<file path="src/rtl/nn_pkg.sv">
// ============================================================================
// Module      : nn_pkg
// Description : Shared types and sizing helpers for the digit-inference slice.
// Revision    : 1.0 - initial release
// ============================================================================
`default_nettype none

package nn_pkg;

  typedef enum logic [1:0] {
    IDLE     = 2'd0,
    STREAM   = 2'd1,
    WAIT_RES = 2'd2
  } nn_state_t;

  localparam int c_num_pixels = 784;
  localparam int c_out_data   = 10;
  localparam int c_out_width  = $clog2(c_out_data);

  function automatic int pix_cnt_width(input int num_pixels);
    return $clog2(num_pixels + 1);
  endfunction

endpackage

`default_nettype wire

</file>
<file path="src/rtl/nn_infer_ctrl.sv">
// ============================================================================
// Module      : nn_infer_ctrl
// Description : Sequences one image through nn_memory and the net core and
//               latches the resulting classification.
// Revision    : 1.0 - initial release
// ============================================================================
`default_nettype none

module nn_infer_ctrl
  import nn_pkg::*;
#(
  parameter int dataWidth  = 16,
  parameter int NUM_PIXELS = c_num_pixels,
  parameter int outData    = c_out_data,
  parameter int TIMEOUT    = 4096,
  localparam int outWidth  = $clog2(outData),
  localparam int PIX_W     = pix_cnt_width(NUM_PIXELS)
) (
  input  logic                clk,
  input  logic                rst_n,
  input  logic                start,
  output logic                busy,
  output logic                mem_ren,
  input  logic                mem_valid,
  input  logic                mem_last,
  input  logic                net_out_valid,
  input  logic [outWidth-1:0] net_out_data,
  output logic                result_valid,
  output logic [outWidth-1:0] result,
  output logic [PIX_W-1:0]    pix_cnt,
  output logic                err_len,
  output logic                err_timeout
);

  localparam int               c_tw   = (TIMEOUT > 1) ? $clog2(TIMEOUT) : 1;
  localparam logic [c_tw-1:0]  c_tmax = c_tw'(TIMEOUT - 1);
  localparam logic [PIX_W-1:0] c_npix = PIX_W'(NUM_PIXELS);

  // Pixel words never pass through this block; the width only has to be sane.
  if (dataWidth < 1) begin : g_bad_data_width
    localparam int c_bad = 1;
  end

  nn_state_t           r_state,  w_state_nxt;
  logic                r_mem_ren, w_mem_ren_nxt;
  logic [PIX_W-1:0]    r_pix_cnt, w_pix_cnt_nxt, w_pix_inc;
  logic [c_tw-1:0]     r_tcnt,    w_tcnt_nxt;
  logic                r_err_len, w_err_len_nxt;
  logic [outWidth-1:0] r_result,  w_result_nxt;
  logic                r_result_valid, w_result_valid_nxt;
  logic                r_err_timeout,  w_err_timeout_nxt;

  always_ff @(posedge clk or negedge rst_n) begin
    if (!rst_n) begin
      r_state        <= IDLE;
      r_mem_ren      <= 1'b0;
      r_pix_cnt      <= '0;
      r_tcnt         <= '0;
      r_err_len      <= 1'b0;
      r_result       <= '0;
      r_result_valid <= 1'b0;
      r_err_timeout  <= 1'b0;
    end else begin
      r_state        <= w_state_nxt;
      r_mem_ren      <= w_mem_ren_nxt;
      r_pix_cnt      <= w_pix_cnt_nxt;
      r_tcnt         <= w_tcnt_nxt;
      r_err_len      <= w_err_len_nxt;
      r_result       <= w_result_nxt;
      r_result_valid <= w_result_valid_nxt;
      r_err_timeout  <= w_err_timeout_nxt;
    end
  end

  always_comb begin
    w_state_nxt        = r_state;
    w_mem_ren_nxt      = r_mem_ren;
    w_pix_cnt_nxt      = r_pix_cnt;
    w_tcnt_nxt         = r_tcnt;
    w_err_len_nxt      = r_err_len;
    w_result_nxt       = r_result;
    w_result_valid_nxt = 1'b0;
    w_err_timeout_nxt  = 1'b0;
    w_pix_inc          = r_pix_cnt + 1'b1;

    case (r_state)
      IDLE: begin
        if (start) begin
          w_state_nxt   = STREAM;
          w_mem_ren_nxt = 1'b1;
          w_pix_cnt_nxt = '0;
          w_err_len_nxt = 1'b0;
        end
      end
      STREAM: begin
        if (mem_valid) begin
          w_pix_cnt_nxt = w_pix_inc;
          // Either the marker or the hard cap ends the image; only both together is clean.
          if (mem_last || (w_pix_inc == c_npix)) begin
            w_mem_ren_nxt = 1'b0;
            w_state_nxt   = WAIT_RES;
            w_tcnt_nxt    = '0;
            w_err_len_nxt = !(mem_last && (w_pix_inc == c_npix));
          end
        end
      end
      WAIT_RES: begin
        if (net_out_valid) begin
          w_result_nxt       = net_out_data;
          w_result_valid_nxt = 1'b1;
          w_state_nxt        = IDLE;
        end else if (r_tcnt == c_tmax) begin
          w_err_timeout_nxt = 1'b1;
          w_state_nxt       = IDLE;
        end else begin
          w_tcnt_nxt = r_tcnt + 1'b1;
        end
      end
      default: begin
        w_state_nxt   = IDLE;
        w_mem_ren_nxt = 1'b0;
      end
    endcase
  end

  assign busy         = (r_state != IDLE);
  assign mem_ren      = r_mem_ren;
  assign pix_cnt      = r_pix_cnt;
  assign err_len      = r_err_len;
  assign result       = r_result;
  assign result_valid = r_result_valid;
  assign err_timeout  = r_err_timeout;

endmodule

`default_nettype wire

</file>
<file path="config.mk">
export PLATFORM = sky130hd
export DESIGN_NAME = nn_infer_ctrl
export DESIGN_NICKNAME = d
export VERILOG_FILES = /design/src/rtl/nn_pkg.sv /design/src/rtl/nn_infer_ctrl.sv
export SDC_FILE = /design/constraint.sdc
export NUM_CORES = 1
export LEC_CHECK = 0
export ABC_AREA = 1
export CAP_MARGIN = 10
export CORE_MARGIN = 10
export CORE_UTILIZATION = 40
export CTS_CLUSTER_DIAMETER = 40
export DETAILED_ROUTE_END_ITERATION = 7
export DONT_BUFFER_PORTS = 1
export PLACE_DENSITY_LB_ADDON = 0.25
export SYNTH_ARGS = -nofsm -noshare
export SYNTH_HDL_FRONTEND = slang
export SYNTH_SLANG_ARGS = --single-unit
</file>
<file path="constraint.sdc">
create_clock -name clk -period 5 [get_ports clk]
set_input_delay 1.25 -clock clk [delete_from_list [all_inputs] [get_ports clk]]
set_output_delay 1.25 -clock clk [all_outputs]
set_load 0.005 [all_outputs]
</file>
== Yosys cells after proc, flatten, opt, wreduce, memory -nomap -nowiden ==
Index checks and enable logic that the tools add are counted.

* Flip-flop bits (word level): 32
* Input port bits: 10
* Output and inout port bits: 19
* Logic and storage cells: 61

* $add $sub $neg: 2
* Muxes and demuxes: 27
* Reduce and logical (&&, ||, !) cells: 13
* Equal/unequal tests: 10
* Bitwise operators: 1

{| class="wikitable"
|+ Operators with widths
! operator !! count
|-
| 12-bit two-way mux || 4
|-
| 12-bit case mux with 2 select lines || 1
|-
| 10-bit two-way mux || 2
|-
| 10-bit case mux with 2 select lines || 1
|-
| 12-bit by 1-bit adder with 12-bit output (second input constant) || 1
|-
| 12-bit equality test (second input constant) || 1
|-
| 4-bit AND reduction || 3
|-
| 1-bit two-way mux || 11
|-
| 10-bit by 1-bit adder with 10-bit output (second input constant) || 1
|-
| 10-bit equality test (second input constant) || 1
|-
| 2-bit two-way mux || 5
|-
| 2-bit != test (second input constant) || 5
|-
| 2-bit case mux with 3 select lines || 1
|-
| 2-bit nonzero test || 3
|-
| 5-bit AND reduction || 1
|-
| 3-bit != test (second input constant) || 1
|-
| 1-bit case mux with 3 select lines || 1
|-
| 3-bit AND reduction || 1
|-
| 2-bit by 1-bit equality test with 1-bit output (second input constant) || 1
|-
| 2-bit equality test (second input constant) || 1
|-
| 2-bit logical NOT || 1
|-
| 1-bit case mux with 2 select lines || 1
|-
| 2-bit AND reduction || 1
|-
| 1-bit logical AND || 1
|-
| 3 further kinds || 3
|}

== Logic depth before layout (Yosys ltp) ==
Gate-level depths: netlist of run 1.

* Word-level depth: 7
* Depth in mapped cells: 14
* Mapped depth without buffers: 13

== Least setup slack after synthesis of run 1 ==
Ideal clock, no wire load.

* Path type: input to register
* Start: in start
* End: reg r_mem_ren (netlist: mem_ren)
* Data required time: 4.882 ns
* Path buffers: 1
* Data arrival time: 2.045 ns
* Stages: 6
* Slack: 2.838 ns
* Cells stage by stage: or2_2 -> o21ai_0 -> nor2_1 -> buf_2 -> nand3_1 -> nand2_1

* Word-level cells in the longest chain between the ends: 2

{| class="wikitable"
|+ Ends and longest elaborated chain
! element !! RTL line !! text
|-
| start, declared || nn_infer_ctrl.sv:21 || <nowiki>input logic start,</nowiki>
|-
| 2-bit != test (no source line) || -- ||
|-
| 4-bit AND reduction (no source line) || -- ||
|-
| end signal, assigned || nn_infer_ctrl.sv:65 || <nowiki>r_mem_ren <= w_mem_ren_nxt;</nowiki>
|-
| end, declared || nn_infer_ctrl.sv:45 || <nowiki>logic r_mem_ren, w_mem_ren_nxt;</nowiki>
|}

Every way passes these cells.
A chain may end at the register's enable or synchronous reset.

== Worst setup path after layout of run 1 ==
* Start: in start
* End: reg r_err_len (netlist: err_len)

* Word-level cells in the longest chain between the ends: 2

{| class="wikitable"
|+ Ends and longest elaborated chain
! element !! RTL line !! text
|-
| 2-bit != test (no source line) || -- ||
|-
| 4-bit AND reduction (no source line) || -- ||
|-
| end signal, assigned || nn_infer_ctrl.sv:68 || <nowiki>r_err_len <= w_err_len_nxt;</nowiki>
|-
| end, declared || nn_infer_ctrl.sv:48 || <nowiki>logic r_err_len, w_err_len_nxt;</nowiki>
|}

Every way passes these cells.

==> Flow_metrics.wiki, run 1 <==
{| class="wikitable"
! Metric !! Value
|-
| Outcome || finished, final reports clean
|-
| CTS tree || built
|-
| I/O Pins || 29
|-
| Total overflow reported by the global router || 0
|-
| Remaining max-slew budget at the tightest pin || approximately half
|-
| Number of endpoints with negative hold slack in the final report || 0
|-
| Launching element of the worst setup path || start
|-
| Crit Reg-Reg Endpoint || r_tcnt[7]
|-
| Drt first pass iters || 4
|-
| Accumulated negative setup slack || 0 ns
|-
| Combinational cell fraction of total power || between 20 and 30%
|-
| Max Cap Violations || 0
|-
| Total nets after synthesis || 265
|-
| Warnings from Yosys || 0
|-
| Setup slack of the worst register-to-register path || ~2.9 ns
|-
| Data required time at the worst endpoint || 5.23 ns
|-
| Data arrival, critical path || between 2 and 3 ns
|-
| Vias in the first global route || ~1500
|-
| Count of antenna-violating nets left after detailed routing || 0
|-
| Reg2Reg Launch Point || r_tcnt[0]
|-
| Sw Share || between 30% and 40%
|-
| Share of total power in the clock network || between 20% and 30%
|-
| Layout Skew || 0.00804 ns
|-
| Area of the mapped netlist || 1830 sq um
|-
| Detailed placer's ending HPWL || 2850 microns
|-
| Core region area || 4380 sq um
|-
| Pwr Density || between 400 and 500 nW/um^2
|-
| Nets || about 270
|-
| Unrepaired setup endpoints after global routing || no
|-
| Antenna Cells || 0
|-
| Final core occ || 44.9%
|-
| Number of failing setup endpoints in the final timing report || 0
|-
| Post-cts sizing count || 0
|-
| Capturing instance or port of the critical path || err_len
|-
| Detailed Route WL || approximately 3900 microns
|-
| Most used cells in the layout excluding fill and tap cells || sky130_fd_sc_hd__nand2_1, sky130_fd_sc_hd__dfrtp_1, sky130_fd_sc_hd__nor2_1, sky130_fd_sc_hd__inv_1, sky130_fd_sc_hd__nand3_1
|-
| Most common cell after layout, fill and taps aside || sky130_fd_sc_hd__nand2_1
|-
| Crit. End Element || flop
|-
| Clock transition at path regs || around 0.070 ns
|-
| Number of cells produced by synthesis || between 200 and 300
|-
| Buffers on Ports || 0
|-
| Clock Sink Count || 32
|-
| Tcrit/Tclk final || between 40% and 50%
|-
| Sequential element share of the synthesized area || between 40% and 50%
|-
| Skew-Pair Late Insertion Delay || 0.28 ns
|-
| Die Area || ~7700 sq um
|-
| Initial core utilization || between 40% and 50%
|-
| Number of cells on the worst reg-to-reg path || 9
|-
| Count of filler cells inserted in the layout || between 400 and 500
|-
| DRC viols || 0
|-
| Hold buffer count at CTS || 0
|-
| Average size of a mapped cell || ~7.2 sq um
|-
| Area growth syn-to-layout || 7.52%
|-
| Clock root buffer || sky130_fd_sc_hd__clkbuf_8
|-
| Internal Pwr Total || about 0.00052 W
|-
| Peak supply drop || approximately 140 uV
|-
| Initial DRC count || 52
|-
| Ratio of routed vias to standard cells || just under 5
|-
| Number of synthesized register bits || 32
|-
| Fmax || ~0.44 GHz
|-
| Chip width || ~88 microns
|-
| Number of vias after detailed routing || between 1500 and 2000
|-
| Number of H-tree branching levels || 2
|-
| Largest fanout of any net on the critical path || 12
|-
| Last weighted congestion value of the routability-driven placer || 0.844
|-
| Portion of total power attributed to sequential cells || about 42%
|-
| Path type of the worst min-delay path || flop to flop
|-
| Number of antenna violations at the first check in global routing || 0
|-
| Psw || roughly 0.00032 W
|-
| Worst Max-Slew Pin Slew || 0.766 ns
|-
| Total CTS buffers || 5
|-
| Fraction of final layout cells with drive strength greater than 1 || under 10%
|-
| Pin count of the biggest net entering global routing || 33
|-
| Class of the most critical setup path || input pin to flop
|-
| Period minus WS final || around 2.3 ns
|-
| Maximum clock insertion buffer count || 2
|-
| Critical Path Start Type || input pin
|-
| Post-synthesis cell type count || 28
|-
| Row cnt || 24
|-
| Leakage power summed over all cells || between 0.9 and 1 nW
|-
| Die outline height || roughly 88 microns
|-
| Global-route wire length before repair || around 6900 microns
|-
| Post-CTS Repair Setup Buffers || 0
|-
| Final Max Slew Viols || 0
|-
| Overall track demand over capacity in global routing || a little over a tenth
|-
| Avg WL per Cell || roughly 13 microns
|}
## flip-flops by register name, indices dropped and copies added (netlist names)
name,flops
result,4
result_valid,1
r_tcnt,12
r_state,2
pix_cnt,10
mem_ren,1
err_timeout,1
err_len,1
## worst min-delay path by stage
stage / start / endpoint / slack, ns / cells after the start
6_report: r_tcnt[11] / r_tcnt[11] / 0.49 / 2
4_1_cts: r_tcnt[11] / r_tcnt[11] / 0.49 / 2
2_1_floorplan: r_tcnt[11] / r_tcnt[11] / 0.44 / 2
5_1_grt: r_tcnt[11] / r_tcnt[11] / 0.51 / 2
3_3_place_gp: r_tcnt[11] / r_tcnt[11] / 0.46 / 2
3_5_place_dp: r_tcnt[11] / r_tcnt[11] / 0.47 / 2
## worst max-delay path: stages
cell and delay (ns):
sky130_fd_sc_hd__or2_2 0.08, sky130_fd_sc_hd__o21ai_0 0.12, sky130_fd_sc_hd__nor2_1 0.62, sky130_fd_sc_hd__inv_1 0.18
sky130_fd_sc_hd__a21oi_1 0.16, sky130_fd_sc_hd__nand2_1 0.06, sky130_fd_sc_hd__nand2_1 0.05
## per-layer routing
metal | wire [microns] | track usage, %
met1 | 1670 | 13.0
met2 | 1900 | 17.7
met3 | 257 | 4.27
met4 | 57 | 4.06
met5 | 0 | 0
## kinds of logic after synthesis
group	synth area share [%]
xor gates and xnor gates	1.44
DFF	43.8
and+or+nand+nor	36.7
buffers and inverters	8.48
AOI/OAI and AO/OA	8.28
adders and majority gates	1.37
## metrics by stage
step / setup slack, ns / std cells / hold WS, ns / area (sq um) / total power, W
2_1_floorplan: 2.84 / 253 / 0.442 / 1830 / 0.000562
3_3_place_gp: 2.38 / 301 / 0.463 / 1860 / 0.000601
3_5_place_dp: 2.43 / 301 / 0.468 / 1860 / 0.000607
4_1_cts: 2.72 / 309 / 0.491 / 1970 / 0.000852
5_1_grt: 2.45 / 309 / 0.514 / 1970 / 0.000910
6_report: 2.71 / 309 / 0.488 / 1970 / 0.000841
## synthesized netlist by cell type, drive strengths merged
master / instances / area share [%]
o22ai: 6 / 2.1
nand3b: 1 / 0.41
nor2: 34 / 8.1
nor4: 1 / 0.34
or2: 1 / 0.34
xnor2: 1 / 0.48
o21a: 1 / 0.41
inv: 32 / 6.6
a22o: 1 / 0.48
o21ai: 9 / 2.7
buf: 4 / 1.9
a21oi: 9 / 2.7
nand2: 94 / 21
nor3: 4 / 1.1
dfrtp: 32 / 44
xor2: 2 / 0.96
ha: 2 / 1.4
nand3: 19 / 5.5
## power by group through the flow
| stage | sequential (W) | clock (W) | combinational (W) |
|---|---|---|---|
| 2_1_floorplan | 0.000349 | 0 | 0.000213 |
| 3_3_place_gp | 0.000363 | 0 | 0.000239 |
| 3_5_place_dp | 0.000364 | 0 | 0.000243 |
| 4_1_cts | 0.000359 | 0.000251 | 0.000243 |
| 5_1_grt | 0.000366 | 0.000261 | 0.000283 |
| 6_report | 0.000357 | 0.000245 | 0.000240 |
## area by class of cell
cell class / count / area (sq um) / area share, %
clock inverter: 2 / 35.0 / 1.78
multi-input combinational: 185 / 873 / 44.4
inverter: 32 / 120 / 6.11
clock buffer: 6 / 72.6 / 3.69
tap: 52 / 65.1 / 3.31
sequential: 32 / 801 / 40.7
No activity file was read; power rests on OpenSTA's default activity.
==> run 2: changes to the inputs <==
==> constraint.sdc (replaced) <==
create_clock -name clk -period 2 [get_ports clk]
set_input_delay 0.5 -clock clk [delete_from_list [all_inputs] [get_ports clk]]
set_output_delay 0.5 -clock clk [all_outputs]
set_load 0.005 [all_outputs]
==> run 2 against run 1 <==
  * Cell count up 4.5%
  * Sequential share of layout area fell by 2.2 points
  * Hold slack got worse by 0.45 ns
  * Critical path type is now flop to flop
  * Largest power group unchanged
==> Flow_metrics.wiki, run 2 (synthesis results as in run 1) <==
{| class="wikitable"
! Metric !! Value
|-
| Total overflow reported by the global router || 0 (unchanged)
|-
| Overall track demand over capacity in global routing || 11.4% (+0.45 points)
|-
| Outcome || finished, final reports clean
|-
| Fraction of final layout cells with drive strength greater than 1 || 15.1% (+5.4 points)
|-
| Avg WL per Cell || 12.8 microns (+2.0%)
|-
| Family of cells with the greatest summed delay on the critical path || simple AND/OR/NAND/NOR gates
|-
| Worst slack at placement || 0.124 ns (-2.30 ns)
|-
| Detailed placer's ending HPWL || 3040 microns (+6.5%)
|-
| Largest fanout of any net on the critical path || 8 (-4)
|-
| Number of buffer and inverter stages on the critical path || 1 (unchanged)
|-
| Critical Path Start Type || flop
|-
| Crit. End Element || flop
|-
| Max Cap Violations || 0 (unchanged)
|-
| Number of failing setup endpoints in the final timing report || 0 (unchanged)
|-
| Last weighted congestion value of the routability-driven placer || 0.817 (-3.2%)
|-
| Antenna Cells || 0 (unchanged)
|-
| Cell count after placement || 311 (+3.3%)
|-
| Period minus WS final || ~1.8 ns
|-
| Buffers on Ports || 0 (unchanged)
|-
| CTS tree || built
|-
| Count of filler cells inserted in the layout || 459 (+1.5%)
|-
| Final Max Slew Viols || 0 (unchanged)
|-
| Most used cells in the layout excluding fill and tap cells || sky130_fd_sc_hd__nand2_1, sky130_fd_sc_hd__dfrtp_1, sky130_fd_sc_hd__inv_1, sky130_fd_sc_hd__nor2_1, sky130_fd_sc_hd__nand3_1
|-
| Die Area || 7680 sq um (unchanged)
|-
| Longest individual stage delay on the worst path || 0.35 ns (-0.27 ns)
|-
| Max FFs per register || 12 (unchanged)
|-
| Cell mode on critical path || sky130_fd_sc_hd__nand2_2
|-
| I/O Pins || 29 (unchanged)
|-
| Clock transition at path regs || 0.07 ns (about the same)
|-
| Data required time at the worst endpoint || 2.18 ns (-3.05 ns)
|-
| Critical Path Slowest Stage Cell || sky130_fd_sc_hd__dfrtp_1
|-
| Drt first pass iters || 4 (unchanged)
|-
| Detailed Route WL || 4140 microns (+6.7%)
|-
| Chip width || 87.6 microns (unchanged)
|-
| Leakage power summed over all cells || 0.989 nW (+7.6%)
|-
| Pin count of the biggest net entering global routing || 33 (unchanged)
|-
| Skew-Pair Late Insertion Delay || 0.28 ns (about the same)
|-
| Row cnt || 24 (unchanged)
|-
| Remaining max-slew budget at the tightest pin || 69.9% (+21 points)
|-
| Count of placed standard cells in the final layout, fillers left out || 323 (+4.5%)
|-
| Area growth syn-to-layout || 13.7%
|-
| Critical Path, Cell by Cell || ha_1 -> nand2_2 -> nor2_4 -> nand2_2 -> o21ai_2 -> nand2_2 -> nor2_2 -> nand2_2 -> nand2_8 -> buf_4 -> nand2_1 -> nand2_1 -> nand2_1
|-
| Nets || 282 (+5.2%)
|-
| Final core occ || 47.5% (+2.6 points)
|-
| DRC viols || 0 (unchanged)
|-
| Number of vias after detailed routing || 1587 (+3.5%)
|-
| Clock Sink Count || 32 (unchanged)
|-
| Register with the highest flop count || r_tcnt
|-
| Unrepaired setup endpoints after global routing || no
|-
| Maximum clock insertion buffer count || 2 (unchanged)
|-
| Pwr Density || 1040 nW/um^2 (+140%)
|-
| Core region area || 4380 sq um (unchanged)
|-
| Fin worst setup slack || 0.215 ns (-2.50 ns)
|-
| Path type of the worst min-delay path || input pin to async pin
|-
| Count of antenna-violating nets left after detailed routing || 0 (unchanged)
|-
| Fmax || ~0.56 GHz
|-
| Clock root buffer || sky130_fd_sc_hd__clkbuf_8
|-
| Number of antenna violations at the first check in global routing || 0 (unchanged)
|-
| Most common cell after layout, fill and taps aside || sky130_fd_sc_hd__nand2_1
|-
| Peak supply drop || 366 uV (+160%)
|-
| Class of the most critical setup path || flop to flop
|-
| Number of endpoints with negative hold slack in the final report || 0 (unchanged)
|-
| Accumulated negative setup slack || 0 ns (unchanged)
|-
| Global-route wire length before repair || 7060 microns (+3.0%)
|-
| Initial DRC count || 71 (+37%)
|-
| Worst Max-Slew Pin Slew || 0.451 ns (-0.315 ns)
|-
| Initial core utilization || 41.7% (unchanged)
|-
| Total CTS buffers || 5 (unchanged)
|-
| Data arrival, critical path || 1.96 ns (-0.56 ns)
|-
| Die outline height || 87.6 microns (unchanged)
|-
| Number of H-tree branching levels || 2 (unchanged)
|-
| Ratio of routed vias to standard cells || 4.91 (-0.96%)
|-
| Layout Skew || 0.00594 ns (-0.00210 ns)
|-
| Vias in the first global route || 1555 (+5.7%)
|-
| Tcrit/Tclk final || around nine tenths
|}
==> run 2: cell count changes in the layout (fill, tap and decap cells not counted), sizes merged <==
cell	delta
buf	+14
bufinv	-1
clkinv	+1
==> run 2: worst paths after layout <==
path	start	end	slack [ns]	cells after the start
setup / recovery	pix_cnt[0]	err_len	0.21	13
hold / removal	rst_n	pix_cnt[3]	0.04	1
setup reg to reg	pix_cnt[0]	err_len	0.21	13
hold reg to reg	r_tcnt[11]	r_tcnt[11]	0.48	2
max in group asynchronous	rst_n	r_tcnt[2]	1.79	1
min in group clk	net_out_data[3]	result[3]	0.33	2
==> run 2: routing by layer <==
| metal | global-route usage, % | up-vias | share of wire (%) |
|---|---|---|---|
| met2 | 19.2 | 26 | 48 |
| met4 | 5.07 | 0 | 1.6 |
| met1 | 12.8 | 729 | 44 |
| met3 | 3.99 | 7 | 5.5 |
| met5 | 0 | - | 0 |
| li1 | - | 825 | - |
==> run 2: power by group <==
| group | switching (W) | internal (W) | leakage (nW) |
|---|---|---|---|
| Combinational | 0.000491 | 0.000285 | 0.504 |
| Clock | 0.000242 | 0.000274 | 0.0510 |
| Sequential | 0.000113 | 0.000762 | 0.434 |
==> run 2: final cells by class <==
type | instances | area, sq um | share of cell area (%)
Timing Repair Buffer | 14 | 118 | 5.65
Tap cell | 52 | 65.1 | 3.13
Clock buffer | 6 | 82.6 | 3.97
Sequential cell | 32 | 801 | 38.5
Clock inverter | 2 | 10.0 | 0.481
Inverter | 32 | 120 | 5.77
Multi-Input combinational cell | 185 | 885 | 42.5
==> run 2: through the flow <==
step	area [sq um]	hold slack, ns	total power, W
3_3_place_gp	1930	0.206	0.00160
3_5_place_dp	1930	0.206	0.00161
4_1_cts	2050	0.0395	0.00215
5_1_grt	2080	0.0354	0.00232
2_1_floorplan	1830	0.204	0.00141
6_report	2080	0.0393	0.00217
==> run 2: what timing repair did <==
item,in CTS,in global routing
setup buffers,0,3
hold buffers,1,0
resized for setup,0,3
hold endpoints to repair,32,0
endpoints found under the setup margin,0,13
==> run 2: worst reg2reg max path, cell delays in order, from the launching register on <==
cell,delay [ns]
sky130_fd_sc_hd__dfrtp_1,0.35
sky130_fd_sc_hd__ha_1,0.18
sky130_fd_sc_hd__nand2_2,0.10
sky130_fd_sc_hd__nor2_4,0.16
sky130_fd_sc_hd__nand2_2,0.07
sky130_fd_sc_hd__o21ai_2,0.12
sky130_fd_sc_hd__nand2_2,0.07
sky130_fd_sc_hd__nor2_2,0.14
sky130_fd_sc_hd__nand2_2,0.12
sky130_fd_sc_hd__nand2_8,0.11
sky130_fd_sc_hd__buf_4,0.12
sky130_fd_sc_hd__nand2_1,0.04
sky130_fd_sc_hd__nand2_1,0.06
sky130_fd_sc_hd__nand2_1,0.05
==> run 3: changes to the inputs <==
--- a/config.mk
+++ b/config.mk
@@ -12,7 +12,6 @@
 export CTS_CLUSTER_DIAMETER = 40
 export DETAILED_ROUTE_END_ITERATION = 7
 export DONT_BUFFER_PORTS = 1
-export PLACE_DENSITY_LB_ADDON = 0.25
 export SYNTH_ARGS = -nofsm -noshare
 export SYNTH_HDL_FRONTEND = slang
 export SYNTH_SLANG_ARGS = --single-unit
==> run 3 against run 2 <==
  * Utilization grew 0.71 points
  * Non-clock buffer count shrank 3
  * Design area grew 1.5%
  * Combinational power grew 3.9%
  * Clock skew grew 0.0058 ns
  * Routed wire length grew 5.0%
  * Power grew 6.8%
  * First-iteration DRC count shrank 20%
  * Sequential share of layout area shrank 0.51 points
==> Flow_metrics.wiki, run 3 (synthesis results as in run 1) <==
{| class="wikitable"
! Metric !! Value
|-
| Outcome || finished, final reports clean
|-
| Skew-Pair Late Insertion Delay || 0.29 ns (about the same)
|-
| Critical Path Slowest Stage Cell || sky130_fd_sc_hd__dfrtp_1
|-
| Detailed placer's ending HPWL || 3030 microns (-0.29%)
|-
| Number of endpoints with negative hold slack in the final report || 0 (unchanged)
|-
| Fraction of final layout cells with drive strength greater than 1 || 14.6% (-0.58 points)
|-
| Clock root buffer || sky130_fd_sc_hd__clkbuf_8
|-
| Most used cells in the layout excluding fill and tap cells || sky130_fd_sc_hd__nand2_1, sky130_fd_sc_hd__dfrtp_1, sky130_fd_sc_hd__inv_1, sky130_fd_sc_hd__nor2_1, sky130_fd_sc_hd__nand3_1
|-
| Die outline height || 87.6 microns (unchanged)
|-
| Critical Path, Cell by Cell || ha_1 -> nand2_1 -> nor2_1 -> nand3_1 -> nor3_1 -> a21oi_2 -> buf_4 -> nand3_1 -> nand2_1
|-
| Most common cell after layout, fill and taps aside || sky130_fd_sc_hd__nand2_1
|-
| Largest fanout of any net on the critical path || 6 (-2)
|-
| Nets || 279 (-1.1%)
|-
| GR Util met3 || 3.16% (-0.84 points)
|-
| Total overflow reported by the global router || 0 (unchanged)
|-
| Global-route wire length before repair || 6930 microns (-1.9%)
|-
| Number of H-tree branching levels || 2 (unchanged)
|-
| Ratio of routed vias to standard cells || 4.92 (+0.11%)
|-
| Overall track demand over capacity in global routing || 11.2% (-0.29 points)
|-
| Tcrit/Tclk final || 91.6% (+2.4 points)
|-
| Initial core utilization || 41.7% (unchanged)
|-
| Drt first pass iters || 4 (unchanged)
|-
| I/O Pins || 29 (unchanged)
|-
| Last weighted congestion value of the routability-driven placer || 0.864 (+5.7%)
|-
| Total Power || 0.00231 W (+6.8%)
|-
| Critical Path Start Type || flop
|-
| Maximum clock insertion buffer count || 2 (unchanged)
|-
| Period minus WS final || 1.83 ns (+0.0477 ns)
|-
| CTS tree || built
|-
| Count of antenna-violating nets left after detailed routing || 0 (unchanged)
|-
| Die Area || 7680 sq um (unchanged)
|-
| Core region area || 4380 sq um (unchanged)
|-
| Total CTS buffers || 5 (unchanged)
|-
| Max Cap Violations || 0 (unchanged)
|-
| Vias in the first global route || 1490 (-4.2%)
|-
| Grt met1 use || 13.4% (+0.60 points)
|-
| Number of antenna violations at the first check in global routing || 0 (unchanged)
|-
| Leakage power summed over all cells || 0.985 nW (-0.41%)
|-
| Buffers on Ports || 0 (unchanged)
|-
| Remaining max-slew budget at the tightest pin || 75.1% (+5.3 points)
|-
| Pin count of the biggest net entering global routing || 33 (unchanged)
|-
| Clock Sink Count || 32 (unchanged)
|-
| Register with the highest flop count || r_tcnt
|-
| Max FFs per register || 12 (unchanged)
|-
| Fmax || 0.546 GHz (-2.6%)
|-
| Clock transition at path regs || 0.08 ns (about the same)
|-
| Number of buffer and inverter stages on the critical path || 1 (unchanged)
|-
| Path type of the worst min-delay path || input pin to async pin
|-
| Layout Skew || 0.0118 ns (+0.00585 ns)
|-
| Row cnt || 24 (unchanged)
|-
| Detailed Route WL || 4350 microns (+5.0%)
|-
| Family of cells with the greatest summed delay on the critical path || simple AND/OR/NAND/NOR gates
|-
| Final core occ || 48.2% (+0.71 points)
|-
| DRC viols || 0 (unchanged)
|-
| Number of failing setup endpoints in the final timing report || 0 (unchanged)
|-
| Class of the most critical setup path || flop to flop
|-
| Pwr Density || 1100 nW/um^2 (+5.2%)
|-
| Avg WL per Cell || 13.6 microns (+6.0%)
|-
| Longest individual stage delay on the worst path || 0.42 ns (+0.07 ns)
|-
| Final Max Slew Viols || 0 (unchanged)
|-
| Busiest grt layer || met2
|-
| Initial DRC count || 57 (-20%)
|-
| Data required time at the worst endpoint || 2.22 ns (+0.04 ns)
|-
| Crit. End Element || flop
|-
| Worst Max-Slew Pin Slew || 0.373 ns (-0.0778 ns)
|-
| Peak supply drop || 516 uV (+41%)
|-
| Data arrival, critical path || 2.05 ns (+0.09 ns)
|-
| Area growth syn-to-layout || 15.5%
|-
| Number of vias after detailed routing || 1574 (-0.82%)
|-
| Chip width || 87.6 microns (unchanged)
|-
| Routing usage on met2 || 18.3% (-0.93 points)
|-
| Antenna Cells || 0 (unchanged)
|-
| Post-CTS Repair Setup Buffers || 0 (unchanged)
|}
==> run 3: power by group <==
| part | internal (W) | switching [W] |
|---|---|---|
| Combinational | 0.000306 | 0.000499 |
| Clock | 0.000370 | 0.000245 |
| Sequential | 0.000763 | 0.000130 |
==> run 3: final cells by class <==
cell class              instances  area, sq um
inverters                      32          120
clock inverters                 2         35.0
multi-input cells             185          897
repair buffers                 11          120
well taps                      52         65.1
clock buffers                   6         72.6
fillers                       432         2270
flip-flops and latches         32          802
==> run 3: worst paths after layout <==
check                           depth (start not counted)         end  slack [ns]            start
worst min-delay path                                    1  pix_cnt[9]        0.03            rst_n
min in group clk                                        2   result[0]        0.32  net_out_data[0]
worst max register to register                          9  r_tcnt[10]        0.17        r_tcnt[0]
worst min register to register                          2  r_tcnt[11]        0.48       r_tcnt[11]
worst max-delay path                                    9  r_tcnt[10]        0.17        r_tcnt[0]
max in group asynchronous                               1   result[3]        1.79            rst_n
==> run 3: timing repair <==
item / CTS / global route
endpoints found under the hold margin: 32 / 0
setup endpoints to repair: 0 / 12
hold buffers: 1 / 0
gates resized for setup: 0 / 8
==> run 3: stage by stage <==
step	instances	area (sq um)	worst slack (ns)	hold slack [ns]	setup TNS, ns
6_report	320	2110	0.167	0.0256	0
5_1_grt	320	2110	-0.0000508	0.0320	-0.0000508
4_1_cts	319	2050	0.0779	0.0380	0
3_5_place_dp	310	1930	0.124	0.206	0
3_3_place_gp	310	1930	0.158	0.206	0
2_1_floorplan	253	1830	0.251	0.204	0
==> run 3: metal layers <==
layer / part of all wire [%] / up-vias / routed length (microns)
li1: - / 821 / -
met1: 44 / 713 / 1920
met2: 49 / 32 / 2130
met3: 5.8 / 8 / 251
met4: 1.2 / 0 / 53
met5: 0 / - / 0
